## src/rtl/rx_mon_pkg.sv

```systemverilog
// Shared types and helpers for the RX PRBS monitor.
// FSM encodings, PRBS taps (15,14,12,3), next-word and popcount helpers.
package rx_mon_pkg;

  typedef enum logic [2:0] {
    ST_IDLE      = 3'd0,
    ST_WAIT_LOCK = 3'd1,
    ST_SEED      = 3'd2,
    ST_CHECK     = 3'd3
  } mon_state_t;

  localparam int TAP_A = 15;
  localparam int TAP_B = 14;
  localparam int TAP_C = 12;
  localparam int TAP_D = 3;

  function automatic logic [15:0] prbs_next(
    input logic [15:0] d
  );
    return {d[14:0], d[TAP_A] ^ d[TAP_B] ^ d[TAP_C] ^ d[TAP_D]};
  endfunction

  function automatic logic [4:0] popcnt16(
    input logic [15:0] v
  );
    logic [4:0] n;
    n = '0;
    for (int i = 0; i < 16; i++) begin
      n = n + {4'd0, v[i]};
    end
    return n;
  endfunction

endpackage

```

## src/rtl/sat_cnt.sv

```systemverilog
// Saturating up-counter with synchronous clear.
// The add is done one bit wider than the widest operand so it cannot wrap.
module sat_cnt #(
  parameter int W  = 32,
  parameter int IW = 1
) (
  input  logic          clk,
  input  logic          rst,
  input  logic          clr,
  input  logic [IW-1:0] inc_val,
  output logic [W-1:0]  cnt
);

  localparam int SW = ((W > IW) ? W : IW) + 1;

  logic [SW-1:0] sum;
  logic [SW-1:0] top;

  assign sum = SW'(cnt) + SW'(inc_val);
  assign top = SW'({W{1'b1}});

  // clear beats increment; otherwise add and clamp at all-ones
  always_ff @(posedge clk or posedge rst) begin
    if (rst) begin
      cnt <= '0;
    end else if (clr) begin
      cnt <= '0;
    end else if (sum > top) begin
      cnt <= '1;
    end else begin
      cnt <= sum[W-1:0];
    end
  end

endmodule

```

## src/rtl/rx_prbs_mon.sv

```systemverilog
// PRBS error monitor behind the bitslip aligner.
// Define RX_PRBS_MON_BITCNT_EN to build the errored-bit counter.
module rx_prbs_mon #(
  parameter int CNT_W         = 32,
  parameter int RESYNC_THRESH = 4
) (
  input  logic             clk,
  input  logic             rst,
  input  logic             en,
  input  logic [15:0]      rx_align_data,
  input  logic             rx_align_locked,
  input  logic             clear,
  input  logic             snap_req,
  output logic [CNT_W-1:0] snap_word_cnt,
  output logic [CNT_W-1:0] snap_err_word_cnt,
  output logic [CNT_W-1:0] snap_err_bit_cnt,
  output logic [15:0]      snap_resync_cnt,
  output logic [15:0]      snap_lock_loss_cnt,
  output logic             snap_valid,
  output logic             err_pulse,
  output logic             err_sticky,
  output logic [2:0]       mon_state
);

  import rx_mon_pkg::*;

  localparam int RW = $clog2(RESYNC_THRESH + 1);

  mon_state_t       state_q;
  mon_state_t       state_d;
  logic [15:0]      d_q;
  logic [15:0]      d_prev;
  logic [15:0]      exp_word;
  logic [RW-1:0]    run_cnt;
  logic             in_check;
  logic             in_seed;
  logic             mismatch;
  logic             lock_lost;
  logic             resync_hit;
  logic             resync_inc;
  logic             lock_inc;
  logic [CNT_W-1:0] word_cnt;
  logic [CNT_W-1:0] err_word_cnt;
  logic [15:0]      resync_cnt;
  logic [15:0]      lock_loss_cnt;

  assign exp_word   = prbs_next(d_prev);
  assign mismatch   = in_check && (d_q != exp_word);
  assign lock_lost  = (in_check || in_seed) && !rx_align_locked;
  assign resync_hit = mismatch &&
                      (run_cnt == RW'(RESYNC_THRESH - 1));
  assign lock_inc   = en && lock_lost;
  assign resync_inc = en && !lock_lost && resync_hit;

  // state register
  always_ff @(posedge clk or posedge rst) begin
    if (rst) begin
      state_q <= ST_IDLE;
    end else begin
      state_q <= state_d;
    end
  end

  // next state: en low wins, then lock loss, then resync
  always_comb begin
    state_d = state_q;
    unique case (state_q)
      ST_IDLE:      state_d = ST_WAIT_LOCK;
      ST_WAIT_LOCK: if (rx_align_locked) state_d = ST_SEED;
      ST_SEED:      state_d = ST_CHECK;
      ST_CHECK:     if (resync_hit) state_d = ST_SEED;
      default:      state_d = ST_IDLE;
    endcase
    if (lock_lost) state_d = ST_WAIT_LOCK;
    if (!en) state_d = ST_IDLE;
  end

  // state decode outputs
  always_comb begin
    mon_state = state_q;
    in_check  = (state_q == ST_CHECK);
    in_seed   = (state_q == ST_SEED);
  end

  // data pipeline, error run length and error flags
  always_ff @(posedge clk or posedge rst) begin
    if (rst) begin
      d_q        <= '0;
      d_prev     <= '0;
      run_cnt    <= '0;
      err_pulse  <= 1'b0;
      err_sticky <= 1'b0;
    end else begin
      d_q        <= rx_align_data;
      d_prev     <= d_q;
      err_pulse  <= mismatch;
      err_sticky <= clear ? 1'b0 : (err_sticky | mismatch);
      if (!mismatch || resync_hit) begin
        run_cnt <= '0;
      end else begin
        run_cnt <= run_cnt + RW'(1);
      end
    end
  end

  sat_cnt #(.W(CNT_W), .IW(1)) u_word_cnt (
    .clk(clk), .rst(rst), .clr(clear),
    .inc_val(in_check), .cnt(word_cnt)
  );

  sat_cnt #(.W(CNT_W), .IW(1)) u_err_word_cnt (
    .clk(clk), .rst(rst), .clr(clear),
    .inc_val(mismatch), .cnt(err_word_cnt)
  );

  sat_cnt #(.W(16), .IW(1)) u_resync_cnt (
    .clk(clk), .rst(rst), .clr(clear),
    .inc_val(resync_inc), .cnt(resync_cnt)
  );

  sat_cnt #(.W(16), .IW(1)) u_lock_loss_cnt (
    .clk(clk), .rst(rst), .clr(clear),
    .inc_val(lock_inc), .cnt(lock_loss_cnt)
  );

`ifdef RX_PRBS_MON_BITCNT_EN
  logic [4:0]       bit_inc;
  logic [CNT_W-1:0] err_bit_cnt;

  assign bit_inc = in_check ? popcnt16(d_q ^ exp_word) : 5'd0;

  sat_cnt #(.W(CNT_W), .IW(5)) u_err_bit_cnt (
    .clk(clk), .rst(rst), .clr(clear),
    .inc_val(bit_inc), .cnt(err_bit_cnt)
  );

  // bit-count snapshot register
  always_ff @(posedge clk or posedge rst) begin
    if (rst) begin
      snap_err_bit_cnt <= '0;
    end else if (snap_req) begin
      snap_err_bit_cnt <= err_bit_cnt;
    end
  end
`else
  assign snap_err_bit_cnt = '0;
`endif

  // snapshot sees pre-clear values since both sample the same edge
  always_ff @(posedge clk or posedge rst) begin
    if (rst) begin
      snap_valid         <= 1'b0;
      snap_word_cnt      <= '0;
      snap_err_word_cnt  <= '0;
      snap_resync_cnt    <= '0;
      snap_lock_loss_cnt <= '0;
    end else begin
      snap_valid <= snap_req;
      if (snap_req) begin
        snap_word_cnt      <= word_cnt;
        snap_err_word_cnt  <= err_word_cnt;
        snap_resync_cnt    <= resync_cnt;
        snap_lock_loss_cnt <= lock_loss_cnt;
      end
    end
  end

endmodule

```

## config.mk

```make
export PLATFORM = sky130hd
export DESIGN_NAME = rx_prbs_mon
export DESIGN_NICKNAME = d
export VERILOG_FILES = /design/src/rtl/rx_mon_pkg.sv /design/src/rtl/sat_cnt.sv /design/src/rtl/rx_prbs_mon.sv
export SDC_FILE = /design/constraint.sdc
export NUM_CORES = 1
export LEC_CHECK = 0
export BUFFER_PORTS_ARGS = -buffer_cell sky130_fd_sc_hd__buf_2
export CORE_MARGIN = 2
export CORE_UTILIZATION = 25
export DETAILED_ROUTE_END_ITERATION = 12
export GPL_TIMING_DRIVEN = 0
export PLACE_DENSITY = 0.52
export SYNTH_ARGS = -nofsm -noshare
export SYNTH_HDL_FRONTEND = slang
export SYNTH_SLANG_ARGS = --single-unit
export TNS_END_PERCENT = 100
```

## constraint.sdc

```tcl
create_clock -name clk -period 10.8 [get_ports clk]
set_input_delay 1.62 -clock clk [delete_from_list [all_inputs] [get_ports clk]]
set_output_delay 1.62 -clock clk [all_outputs]
set_load 0.02 [all_outputs]
```

-- Word-level counts from Yosys, hierarchy flattened
Index checks and enable logic that the tools add are counted.
- register bits after elaboration: 233
- output and inout port bits: 134
- bits of input ports: 22
- multiplexer cells: 15
- bitwise operators: 4
- reduce and logical (&&, ||, !) cells: 13
- magnitude comparators: 4
- eq/ne operators: 7
- add/sub/neg operators: 5
- operator list (operator ; count):
    2-to-1 mux 32 bit ; 4
    adder 32 x 1 -> 33 bit ; 2
    > comparator 33 x 32 -> 1 bit (second input constant) ; 2
    2-to-1 mux 16 bit ; 4
    adder 16 x 1 -> 17 bit ; 2
    > comparator 17 x 16 -> 1 bit (second input constant) ; 2
    inequality test 16 bit ; 1
    2-to-1 mux 3 bit ; 5
    case mux 3 bit (4 select lines) ; 1
    equality test 3 x 2 -> 1 bit (second input constant) ; 3
    logical AND 1 bit ; 6
    inequality test 4 x 2 -> 1 bit (second input constant) ; 1
    inequality test 4 bit (second input constant) ; 1
    adder 3 x 1 -> 3 bit (second input constant) ; 1
    equality test 3 x 1 -> 1 bit (second input constant) ; 1
    logical NOT 1 bit ; 3
    logical NOT 3 bit ; 1
    bitwise XOR 1 bit ; 3
    logical OR 1 bit ; 2
    AND reduction 2 bit ; 1
    2-to-1 mux 1 bit ; 1
    OR 1 bit ; 1

-- Logic depth before layout (Yosys ltp)
Gate-level depths: netlist of run 1.
- depth after elaboration: 11
- mapped depth: 13

-- Modules after synthesis
From an unflattened synthesis of run 1, not the netlist that was laid out.
- cell total of the unflattened synthesis: 836
- area total of the unflattened synthesis: 10268.6 µm²
- by module, submodules not included (module ; instances ; cells each ; sequential area each (µm²) ; area an instance (µm²)):
    rx_prbs_mon ; 1 ; 322 ; 3403.3 ; 5118.7
    sat_cnt (u_err_word_cnt ...) ; 2 ; 173 ; 800.8 ; 1711.6
    sat_cnt (u_lock_loss_cnt ...) ; 2 ; 84 ; 400.4 ; 863.3

-- Least setup slack after synthesis of run 1
No wires, ideal clock.
- path type: input to register
- from: input rx_align_locked
- to: register u_lock_loss_cnt.cnt[11]
- stages: 9
- setup slack: 7417 ps
- library setup time: 78 ps
- arrival time: 3305 ps
- data required time: 10722 ps
- buffers on the path: 1
- path through: nand2b_1 > nor2_1 > ha_1 > ha_1 > nand4_1 > nor4_1 > nand4_1 > clkbuf_1 > a21oi_1
- word-level cells in the longest chain between the ends: 7
- RTL lines (what ; line ; source):
    start, declared ; rx_prbs_mon.sv:11 ; input logic rx_align_locked,
    logical NOT 1 bit * ; rx_prbs_mon.sv:49 ; assign lock_lost = (in_check || in_seed) && !rx_align_locked;
    logical AND 1 bit * ; rx_prbs_mon.sv:49 ;
    logical AND 1 bit * ; rx_prbs_mon.sv:52 ; assign lock_inc = en && lock_lost;
    adder 16 x 1 -> 17 bit * ; sat_cnt.sv:19 ; assign sum = SW'(cnt) + SW'(inc_val);
    > comparator 17 x 16 -> 1 bit ; sat_cnt.sv:28 ; end else if (sum > top) begin
    2-to-1 mux 16 bit * ; sat_cnt.sv:28 ;
    2-to-1 mux 16 bit * ; sat_cnt.sv:26 ; end else if (clr) begin
    end signal, assigned ; sat_cnt.sv:31 ; cnt <= sum[W-1:0];
    end, declared ; sat_cnt.sv:11 ; output logic [W-1:0] cnt
Mark *: on every way between the ends. The rest lies on a longest branch, timed or not.
A chain may end at the register's enable or synchronous reset.

-- Worst setup path after layout of run 1
- from: input rx_align_locked
- to: register u_lock_loss_cnt.cnt[5]
The elaborated chain is that of the path after synthesis.

==> results_dict.tcl, run 1 <==
set metrics [dict create \
    outcome "finished clean" \
    cts_buffer_depth 3 \
    finalHoldViolCount 0 \
    power_density_nw_per_um2 152 \
    cts_resized 0 \
    ys.flop_type "dfrtp_1" \
    antenna_found_initial 0 \
    path_buf_inv 2 \
    ir_drop_v 0.000112 \
    postCtsSetupBuffers 0 \
    setup_slack_ns 6.97 \
    hold_depth 0 \
    grt_max_degree 120 \
    final_util_pct 31.2 \
    cp-end-kind "register" \
    synth-warning-count 0 \
    cp_num_cells 10 \
    ys_seq_area_share_pct 57.4 \
    cts_sinks 232 \
    drv_cap 0 \
    routed_wl_mm 23.5 \
    tightestPinTransition_ns 0.933 \
    die_h_um 205 \
    synthTopCellsByCount "232 x dfrtp_1, 97 x mux2_2, 78 x a21oi_1" \
    drive_gt1_share_pct 32.7 \
    path_class "input pin to register" \
    async_flop_share_pct 100 \
    crit_slowest_cell "nor4_1" \
    clk_latency_ns 0.54 \
    vias_per_cell 4.32 \
    worstPathCellList "buf_2 -> nand2b_1 -> nor2_1 -> ha_1 -> ha_1 -> nand4_1 -> nor4_1 -> nand4_1 -> clkbuf_1 -> a21oi_1" \
    path_delay_family "simple AND/OR/NAND/NOR gates" \
    remaining_drc_errors 0 \
    syn_area_per_cell_sq_um 12.3 \
    synth_area_sq_um 10100 \
    coreArea_sq_um 39800 \
    cp.required_ns 11.26 \
    max_freq_mhz 261 \
    p_leak_nw 5.96 \
    synth_top_area_cell "dfrtp_1" \
    min_period_ns 3.83 \
    path_max_fanout 10 \
    pre_cts_ws_ns 6.37 \
    firstDrtPassIters 4 \
    grt_pass1_wl_mm 37.7 \
    grt_pass1_vias 6613 \
    finalSetupViolations 0 \
    synth_cell_types 54 \
    yosys.area.top_type_share_pct 57.4 \
    num_io_pins 156 \
    cts.reportedPaths.clkPinSlew_ns 0.06 \
    synth.area.top_cells "dfrtp_1 57%, mux2_2 11%, xnor2_1 4.4%" \
    ant_nets 0 \
    overflow 0 \
    finClkSkew_ns 0.0126 \
    ctsHoldBuffers 0 \
    cts_tree "built" \
    yosys.cell_count.top_type "dfrtp_1" \
    globalplace.congestion 0.753 \
    fin_crit_sh_pct 35.5 \
    hp-class "register to register" \
    initial_core_util_pct 25.4 \
    area_growth_pct 22.9 \
    critPathArrivalTime_ns 4.29 \
    port_buffers 121 \
    num_vias 6690 \
    die_x_um 205 \
    place_hpwl_mm 16.4 \
    grt_util_all_layers_pct 11.3 \
    htreeDepth 1 \
    root_buffer "clkbuf_16" \
    worstRegToRegCells 13 \
    syn_inst 822 \
    rows 73 \
    slew_headroom_pct 37.3 \
    rsz0062_at_grt "no" \
    die_area_sq_um 42100 \
    ys_ff_latch 232 \
    cts-buffers-inserted 27 \
    synth_edf_count 0 \
    wl_per_cell_um 15.2 \
    dr.first_iter.drc_count 236 \
    cpPeakStageDelay_ns 0.50 \
    start_kind "input pin" \
    nets 1037 \
    finalMaxSlewViolations 0 \
]
[worst paths after layout]
path | start | end | slack [ns]
worst min register to register | d_q[11] | d_prev[11] | 0.39
worst max register to register | d_q[10] | u_resync_cnt.cnt[10] | 7.25
max in group asynchronous | rst | u_lock_loss_cnt.cnt[0] | 8.48
min in group asynchronous | rst | snap_err_word_cnt[7] | 1.24
worst min-delay path | d_q[11] | d_prev[11] | 0.39
worst max-delay path | rx_align_locked | u_lock_loss_cnt.cnt[5] | 6.97
[routing by layer]
| layer | track usage [%] | vias up | part of all wire [%] |
|---|---|---|---|
| met4 | 3.13 | 0 | 1.9 |
| met2 | 17.9 | 126 | 46 |
| met3 | 2.31 | 33 | 5.3 |
| li1 | - | 3194 | - |
| met1 | 15.6 | 3337 | 46 |
| met5 | 0 | - | 0 |
[cell type report]
type | count | area, sq um
clock buffer | 35 | 756
buffer | 66 | 419
tap | 525 | 657
sequential | 232 | 5810
inverter | 22 | 90.1
timing repair buffer | 122 | 633
antenna | 1 | 2.50
fill | 4103 | 27400
multi-input combinational | 534 | 3930
clock inverter | 12 | 140
[worst reg2reg max path: stages, from the launching register on]
cell      delay, ns
dfrtp_1        0.41
xor2_1         0.15
nor4_1         0.38
nand2_1        0.14
o41ai_2        0.59
nor2_1         0.23
ha_1           0.25
and3_1         0.18
clkbuf_2       0.15
nand2_1        0.12
nor3_2         0.09
nand4_1        0.19
clkbuf_1       0.40
a21oi_1        0.13
[metrics by stage]
| step | cell area [sq um] | hold slack [ns] | power (W) | cells | TNS [ns] |
|---|---|---|---|---|---|
| after global placement | 11500 | 0.385 | 0.000981 | 1500 | -37.33 |
| after CTS | 12400 | 0.399 | 0.00193 | 1548 | 0 |
| after floorplan | 10200 | 0.372 | 0.000957 | 854 | 0 |
| after global routing | 12400 | 0.404 | 0.00197 | 1548 | 0 |
| after detailed placement | 11500 | 0.388 | 0.000982 | 1501 | 0 |
| final | 12400 | 0.394 | 0.00189 | 1549 | 0 |
[placed cells by master, fill, tap and decap left out, types with 7 or more instances in the layout]
cell	instances
a21oi_2	9
clkinv_2	7
conb_1	33
nand2_1	38
and3_1	18
mux2_2	97
ha_1	10
buf_4	33
nor4_1	13
clkbuf_16	27
clkbuf_1	29
xnor2_1	51
dfrtp_1	232
a21oi_1	78
xor2_1	37
inv_1	21
buf_2	122
nor2_1	19
nand3_1	31
nand4_1	17
nor3_1	25
[where the power goes]
group          switching (W)  internal [W]  leakage [nW]
clock               0.000365      0.000561         0.442
sequential        0.00000531      0.000877          3.16
combinational      0.0000546     0.0000258          2.35
total               0.000425       0.00146          5.96
[cells by family after synthesis]
kind of cell	count (synthesis)	synth area share (%)
AOI/OAI and AO/OA	109	6.43
xor gates and xnor gates	88	7.62
adders and majority gates	10	1.24
buffers and inverters	88	4.96
DFF	232	57.4
muxes	98	10.9
other	1	0.0371
and+or+nand+nor	196	11.5
[sequential cells by signal (all words and copies together) (netlist names)]
register             count
snap_err_word_cnt       32
snap_word_cnt           32
u_err_word_cnt.cnt      32
u_word_cnt.cnt          32
d_prev                  16
d_q                     16
snap_lock_loss_cnt      16
snap_resync_cnt         16
u_lock_loss_cnt.cnt     16
u_resync_cnt.cnt        16
run_cnt                  3
mon_state                2
err_pulse                1
err_sticky               1
snap_valid               1
(Power assumes the default switching activity.)
==> run 2, diff against run 1 <==
--- a/config.mk
+++ b/config.mk
@@ -10,7 +10,7 @@
 export CORE_UTILIZATION = 25
 export DETAILED_ROUTE_END_ITERATION = 12
 export GPL_TIMING_DRIVEN = 0
-export PLACE_DENSITY = 0.52
+export PLACE_DENSITY = 0.53
 export SYNTH_ARGS = -nofsm -noshare
 export SYNTH_HDL_FRONTEND = slang
 export SYNTH_SLANG_ARGS = --single-unit
==> constraint.sdc (replaced) <==
create_clock -name clk -period 3.45 [get_ports clk]
set_input_delay 0.5175 -clock clk [delete_from_list [all_inputs] [get_ports clk]]
set_output_delay 0.5175 -clock clk [all_outputs]
set_load 0.02 [all_outputs]
==> run 2 against run 1 <==
Net effect:
- global-route usage barely moved
- cell count increased by 0.58%
- sequential power rose to 3.1 times the previous value
- cell area up 2.2%
- setup slack worse by 6.7 ns
- combinational power grew to 3.3 times the previous value
- non-clock buffer count grew 5
- sequential share of layout area decreased by 1.0 points
- largest power group unchanged
==> results_dict.tcl, run 2 (same netlist as run 1, synthesis figures left out) <==
set metrics [dict create \
    grt_pass1_vias 6807 \
    antenna_found_initial 0 \
    initial_core_util_pct 25.4 \
    finalPower_w 0.00637 \
    hp-class "input pin to register" \
    finalMaxSlewViolations 0 \
    coreArea_sq_um 39800 \
    remaining_drc_errors 0 \
    final_util_pct 31.9 \
    overflow 0 \
    rows 73 \
    die_h_um 205 \
    finalHoldViolCount 0 \
    globalplace.congestion 0.744 \
    drive_gt1_share_pct 33.4 \
    fin_cells 1558 \
    n_fill_cell 4074 \
    area_growth_pct 25.6 \
    grt_util_met1_pct 15.1 \
    nets 1043 \
    cpPeakStageDelay_ns 0.50 \
    wl_per_cell_um 15.2 \
    cts.reportedPaths.clkPinSlew_ns 0.06 \
    num_io_pins 156 \
    num_vias 6757 \
    path_max_fanout 6 \
    finalSetupViolations 0 \
    worstPathCellList "xor2_1 -> nor4_1 -> nand2_1 -> o41ai_4 -> nor2_1 -> ha_1 -> and3_1 -> clkbuf_2 -> and3_1 -> and3_1 -> xnor2_1 -> a21oi_1" \
    layout_commonest_cell "dfrtp_1" \
    firstDrtPassIters 5 \
    routed_wl_mm 23.7 \
    die_x_um 205 \
    finClkSkew_ns 0.0144 \
    port_buffers 121 \
    cp.required_ns 3.85 \
    tns_ns 0 \
    path_delay_family "simple AND/OR/NAND/NOR gates" \
    start_kind "register" \
    layout_common_cells "232 x dfrtp_1, 122 x buf_2, 97 x mux2_2" \
    critPathArrivalTime_ns 3.57 \
    grt_max_degree 41 \
    outcome "finished clean" \
    drv_cap 0 \
    cts_sinks 232 \
    met3_usage_pct 2.71 \
    cts_tree "built" \
    fin_crit_sh_pct 92.0 \
    max_freq_mhz 315 \
    min_period_ns 3.17 \
    root_buffer "clkbuf_16" \
    power_density_nw_per_um2 501 \
    busiest_layer "met2" \
    clk_latency_ns 0.55 \
    grt.met2_usage_pct 18.3 \
    slew_headroom_pct 41.3 \
    ant_nets 0 \
    path_common_cell "and3_1" \
    die_area_sq_um 42100 \
    ctsHoldBuffers 0 \
    vias_per_cell 4.34 \
    grt_util_all_layers_pct 11.3 \
    place_hpwl_mm 16.9 \
    place_inst 1506 \
    grt_pass1_wl_mm 38.3 \
    crit_slowest_cell "o41ai_4" \
    dr.first_iter.drc_count 337 \
    cp-end-kind "register" \
    cts_buffer_depth 3 \
    pre_cts_ws_ns -0.128 \
    setup_slack_ns 0.276 \
    ir_drop_v 0.000427 \
    tightestPinTransition_ns 0.880 \
    path_class "register to register" \
    rsz0062_at_grt "no" \
    cts-buffers-inserted 28 \
    path_buf_inv 1 \
    htreeDepth 1 \
    p_leak_nw 6.09 \
]
[run 2: worst paths after layout]
path / end / slack (ns) / depth (start not counted) / start
max: u_resync_cnt.cnt[9] / 0.28 / 12 / d_q[10]
min: d_q[3] / 0.07 / 1 / rx_align_data[3]
max reg2reg: u_resync_cnt.cnt[9] / 0.28 / 12 / d_q[10]
min reg2reg: d_prev[15] / 0.39 / 0 / d_q[15]
max in group asynchronous: u_lock_loss_cnt.cnt[5] / 2.13 / 5 / rst
min in group asynchronous: d_q[10] / 0.12 / 2 / rst
[run 2: final cells by class]
class,instances,area (sq um),share of cell area [%]
Sequential cell,232,5810,45.7
Clock inverter,14,254,2.00
Inverter,22,86.3,0.679
Buffer,65,415,3.27
Timing Repair Buffer,128,733,5.77
Antenna cell,1,2.50,0.0197
Tap cell,525,657,5.17
Clock buffer,37,806,6.34
Multi-Input combinational cell,534,3950,31.1
[run 2: per-layer routing]
layer	vias to the layer above	routed length [um]	part of all wire, %
li1	3214	-	-
met5	-	0	0
met3	35	1460	6.1
met4	0	495	2.1
met1	3383	10800	45
met2	125	11000	46
[run 2: power by group]
part | internal (W) | total (W) | leakage [nW] | switching [W]
logic | 0.0000915 | 0.000268 | 2.41 | 0.000176
clock network | 0.00216 | 0.00334 | 0.516 | 0.00119
registers | 0.00275 | 0.00276 | 3.16 | 0.0000169
[run 2: metrics by stage]
step	hold slack [ns]	cell area, sq um
2_1_floorplan	0.372	10200
3_3_place_gp	0.385	11500
3_5_place_dp	0.385	11600
4_1_cts	0.0387	12700
5_1_grt	0.0330	12700
6_report	0.0720	12700
[run 2: timing repair]
item | in CTS | in global routing
gates cloned | 0 | 0
pin swaps | 1 | 0
resized for setup | 1 | 1
setup buffers | 1 | 0
setup endpoints to repair | 10 | 1
